**src/rtl/bcd3_count_ctrl.sv**
```systemverilog
// Run/stop/terminal-count controller for a 3-digit BCD counter; define AUTO_RELOAD_EN for periodic reload mode.
// All strobes registered: first cnt_inc lands DIV cycles after start is sampled; commands act on the next edge, no backpressure.
module bcd3_count_ctrl #(
  parameter int unsigned DIV = 10,
  parameter int unsigned PW  = 16
) (
  input  logic        clk,
  input  logic        rst_n,
  input  logic        start,
  input  logic        stop,
  input  logic        clear,
  input  logic [11:0] target,
  input  logic [3:0]  hun,
  input  logic [3:0]  ten,
  input  logic [3:0]  uni,
  output logic        cnt_inc,
  output logic        cnt_clr,
  output logic        busy,
  output logic        done,
  output logic        wrap
);

  typedef enum logic [1:0] {
    S_IDLE  = 2'd0,
    S_RUN   = 2'd1,
    S_PAUSE = 2'd2,
    S_DONE  = 2'd3
  } state_t;

  localparam logic [PW-1:0] PRESC_MAX = PW'(DIV - 1);

  state_t        state_q, state_d;
  logic [PW-1:0] presc_q, presc_d;
  logic [11:0]   tgt_q, tgt_d;
  logic          cnt_inc_q, cnt_inc_d;
  logic          cnt_clr_q, cnt_clr_d;
  logic          wrap_q, wrap_d;
`ifdef AUTO_RELOAD_EN
  logic          done_q, done_d;
`endif

  logic [11:0] digits;
  logic        digits_bcd;
  logic        match;
  logic        settled;
  logic        tick;

  assign digits     = {hun, ten, uni};
  assign digits_bcd = (hun <= 4'd9) && (ten <= 4'd9) && (uni <= 4'd9);
  assign match      = digits_bcd && (digits == tgt_q);
  // Digits lag an inc/clr strobe by one edge, so only compare once they have settled.
  assign settled    = !cnt_inc_q && !cnt_clr_q;
  assign tick       = (presc_q == PRESC_MAX);

  always_comb begin
    state_d   = state_q;
    presc_d   = presc_q;
    tgt_d     = tgt_q;
    cnt_inc_d = 1'b0;
    cnt_clr_d = 1'b0;
    wrap_d    = 1'b0;
`ifdef AUTO_RELOAD_EN
    done_d    = 1'b0;
`endif
    if (clear) begin
      cnt_clr_d = 1'b1;
      state_d   = S_IDLE;
      presc_d   = '0;
    end else begin
      case (state_q)
        S_IDLE, S_DONE: begin
          if (!stop && start) begin
            tgt_d   = target;
            state_d = S_RUN;
            presc_d = '0;
          end
        end
        S_PAUSE: begin
          if (!stop && start) begin
            state_d = S_RUN;
          end
        end
        S_RUN: begin
          if (stop) begin
            state_d = S_PAUSE;
          end else if (settled && match) begin
`ifdef AUTO_RELOAD_EN
            cnt_clr_d = 1'b1;
            done_d    = 1'b1;
            presc_d   = '0;
`else
            state_d   = S_DONE;
`endif
          end else if (tick) begin
            cnt_inc_d = 1'b1;
            wrap_d    = (digits == 12'h999);
            presc_d   = '0;
          end else begin
            presc_d = presc_q + PW'(1);
          end
        end
        default: state_d = S_IDLE;
      endcase
    end
  end

  always_ff @(posedge clk or negedge rst_n) begin
    if (!rst_n) begin
      state_q   <= S_IDLE;
      presc_q   <= '0;
      tgt_q     <= '0;
      cnt_inc_q <= 1'b0;
      cnt_clr_q <= 1'b0;
      wrap_q    <= 1'b0;
`ifdef AUTO_RELOAD_EN
      done_q    <= 1'b0;
`endif
    end else begin
      state_q   <= state_d;
      presc_q   <= presc_d;
      tgt_q     <= tgt_d;
      cnt_inc_q <= cnt_inc_d;
      cnt_clr_q <= cnt_clr_d;
      wrap_q    <= wrap_d;
`ifdef AUTO_RELOAD_EN
      done_q    <= done_d;
`endif
    end
  end

  assign cnt_inc = cnt_inc_q;
  assign cnt_clr = cnt_clr_q;
  assign wrap    = wrap_q;
  assign busy    = (state_q == S_RUN);
`ifdef AUTO_RELOAD_EN
  assign done    = done_q;
`else
  assign done    = (state_q == S_DONE);
`endif

endmodule

```
**config.mk**
```make
export PLATFORM = sky130hd
export DESIGN_NAME = bcd3_count_ctrl
export DESIGN_NICKNAME = d
export VERILOG_FILES = /design/src/rtl/bcd3_count_ctrl.sv
export SDC_FILE = /design/constraint.sdc
export NUM_CORES = 1
export LEC_CHECK = 0
export ABC_AREA = 1
export BUFFER_PORTS_ARGS = -buffer_cell sky130_fd_sc_hd__clkbuf_2
export CORE_MARGIN = 2
export CORE_UTILIZATION = 35
export DETAILED_ROUTE_END_ITERATION = 8
export SLEW_MARGIN = 20
export SYNTH_ARGS = -nofsm -noshare
export SYNTH_HDL_FRONTEND = slang
export SYNTH_SLANG_ARGS = --single-unit
```
**constraint.sdc**
```tcl
create_clock -name clk -period 3.2 [get_ports clk]
set_clock_uncertainty 0.05 [all_clocks]
set_input_delay 0.96 -clock clk [delete_from_list [all_inputs] [get_ports clk]]
set_output_delay 0.96 -clock clk [all_outputs]
set_load 0.01 [all_outputs]
```
==> results.json <==
{
  "core_um2": 5990,
  "placed_cells": 440,
  "wire_per_inst_um": 11.3,
  "synth_top_area_cell": "dfrtp_1",
  "finalCriticalPeriod_ns": 2.19,
  "root_buffer": "clkbuf_8",
  "start_kind": "flip-flop",
  "synth_enable_flop_cells": 0,
  "r2r_setup_slack_ns": 1.15,
  "netlist.area_leader.share_pct": 37.6,
  "dp_hpwl_mm": 3.77,
  "vias": 2093,
  "syn_to_final_growth_pct": 15.7,
  "h-tree-depth": 2,
  "clkLatencyLatePin_ns": 0.29,
  "diodes": 0,
  "grt_pass1_wl_mm": 9.33,
  "post-synth-top-count-cell": "nand2_1",
  "chipHeight_um": 83.3,
  "worst_ep_required_time_ns": 2.19,
  "fmax_ghz": 0.456,
  "slew_viol_final": 0,
  "synth_cells": 338,
  "grt_start_max_net_pins": 34,
  "drc_errors": 0,
  "ys.flop_type": "dfrtp_1",
  "syn_area_um2": 2200,
  "portBuffers": 33,
  "cts_sinks": 33,
  "postRouteAntennaNets": 0,
  "layout.cells.non_filler": 448,
  "finalHoldViolations": 0,
  "ys_top_cells_by_count": "nand2_1, nor2_1, inv_1",
  "gr-total-overflow": 0,
  "hold_buffers": 0,
  "gp_congestion": 0.859,
  "relSlewSlack_pct": 44.1,
  "cts_resized": 0,
  "p_leak_nw": 1.33,
  "tns_ns": 0,
  "crit_fanout": 5,
  "p_clk_share_pct": 32.0,
  "synthArstFlopShare_pct": 100,
  "yosysWarningCount": 0,
  "clock_path_buffers": 2,
  "seq_area_frac_synth_pct": 37.6,
  "tightestPinTransition_ns": 0.838,
  "grt.total_usage_pct": 16.2,
  "initial_core_util_pct": 36.7,
  "drive_above_1_share_pct": 13.7,
  "period_share_pct": 68.5,
  "post-place-ws_ns": 0.769,
  "die_x_um": 83.3,
  "maxCapViolations": 0,
  "path_clk_slew_ns": 0.07,
  "cts_buffers": 5,
  "nets": 405,
  "cts_setup_buffers": 0,
  "peakVddDrop_uv": 286,
  "viasPerCell": 4.67,
  "internal_power_uw": 869,
  "net-switching-power_uw": 431,
  "antenna_found_initial": 0,
  "crit_type": "flip-flop to primary output",
  "seqPwrFrac_pct": 41.8,
  "drt_iter0_markers": 108,
  "num_io_pins": 34,
  "drt_pass1_iterations": 4,
  "p_comb_share_pct": 26.2,
  "worstPathArrival_ns": 1.18,
  "hold_path.class": "flip-flop to flip-flop",
  "syn_nets": 371,
  "synthTopCellsByArea": "dfrtp_1, nand2_1, nor2_1",
  "routed_wl_mm": 5.08,
  "power.share.switching_pct": 33.1,
  "endpoint_kind": "primary output",
  "setup_viol": 0,
  "grt_pass1_vias": 2132,
  "cts_tree": "done",
  "synth_cell_types": 26,
  "rsz0062_at_grt": "false",
  "die_area_um2": 6930,
  "ys_ff_latch": 33,
  "fp-row-count": 28,
  "synth_area_per_cell_um2": 6.50,
  "power.density_nw_per_um2": 511,
  "worst_slack_ns": 1.01,
  "status": "completed"
}
==> placed cells by master (no fill, tap or decap), drive strengths merged, types with 2 or more instances in the layout <==
cell type	n
nand2	115
nor2	69
inv	45
clkbuf	39
dfrtp	33
nand3	19
nand4	17
a21oi	11
xor2	4
ha	4
nor4	2
nor3	2
o21bai	2
xnor2	2
mux2	2
o21ai	2
==> final cells by class <==
class,instances,area (um^2)
Timing Repair Buffer,34,173
Clock buffer,6,82.6
Clock inverter,2,37.5
Fill cell,609,3450
Inverter,45,169
Sequential cell,33,826
Tap cell,75,93.8
Multi-Input combinational cell,253,1160
==> routing by layer <==
metal	track usage (%)	part of all wire [%]
met1	20.3	51
met2	27.6	44
met3	2.29	2.9
met4	7.00	1.9
met5	0	0
==> kinds of logic (layout without fill, tap and decap cells) <==
| group | after synthesis | count (layout) | synth area share (%) |
|---|---|---|---|
| and+or+nand+nor | 225 | 225 | 43.2 |
| AOI/OAI and AO/OA | 16 | 16 | 3.98 |
| buffers and inverters | 52 | 87 | 9.56 |
| xor gates and xnor gates | 6 | 6 | 2.39 |
| DFF | 33 | 33 | 37.6 |
| muxes | 2 | 2 | 1.02 |
| adders and majority gates | 4 | 4 | 2.28 |
==> metrics by stage <==
step           hold slack (ns)  cell area (um^2)  total power [mW]  utilization, %
2_1_floorplan            0.399              2200             0.800               -
3_3_place_gp             0.412              2420             0.887            40.5
3_5_place_dp             0.421              2420             0.896            40.5
4_1_cts                  0.440              2540              1.32            42.5
5_1_grt                  0.464              2540              1.40            42.5
6_report                 0.442              2540              1.30            42.5
==> path summary, 6_finish.rpt <==
check / start / end / cells after the start
hold reg to reg: presc_q[15] / presc_q[15] / 2
hold / removal: presc_q[15] / presc_q[15] / 2
setup / recovery: state_q[1] / busy / 3
setup reg to reg: state_q[1] / presc_q[3] / 8
max in group asynchronous: rst_n / presc_q[7] / 1
min in group asynchronous: rst_n / tgt_q[4] / 1
==> state kept, by name, summed over array words and instances (netlist names) <==
register	count
wrap	1
state_q	2
tgt_q	12
presc_q	16
cnt_inc	1
cnt_clr	1
==> worst max-delay path, stage by stage, from the launching register on <==
cell and delay, ns:
dfrtp_1 0.40, inv_1 0.06, ha_1 0.26, clkbuf_2 0.17
==> power groups by stage <==
stage | Combinational [mW] | Clock, mW | Sequential, mW
2_1_floorplan | 0.262 | 0 | 0.538
3_3_place_gp | 0.339 | 0 | 0.548
3_5_place_dp | 0.344 | 0 | 0.552
4_1_cts | 0.345 | 0.431 | 0.544
5_1_grt | 0.401 | 0.443 | 0.557
6_report | 0.340 | 0.417 | 0.543
No activity file was read; power rests on OpenSTA's default activity.
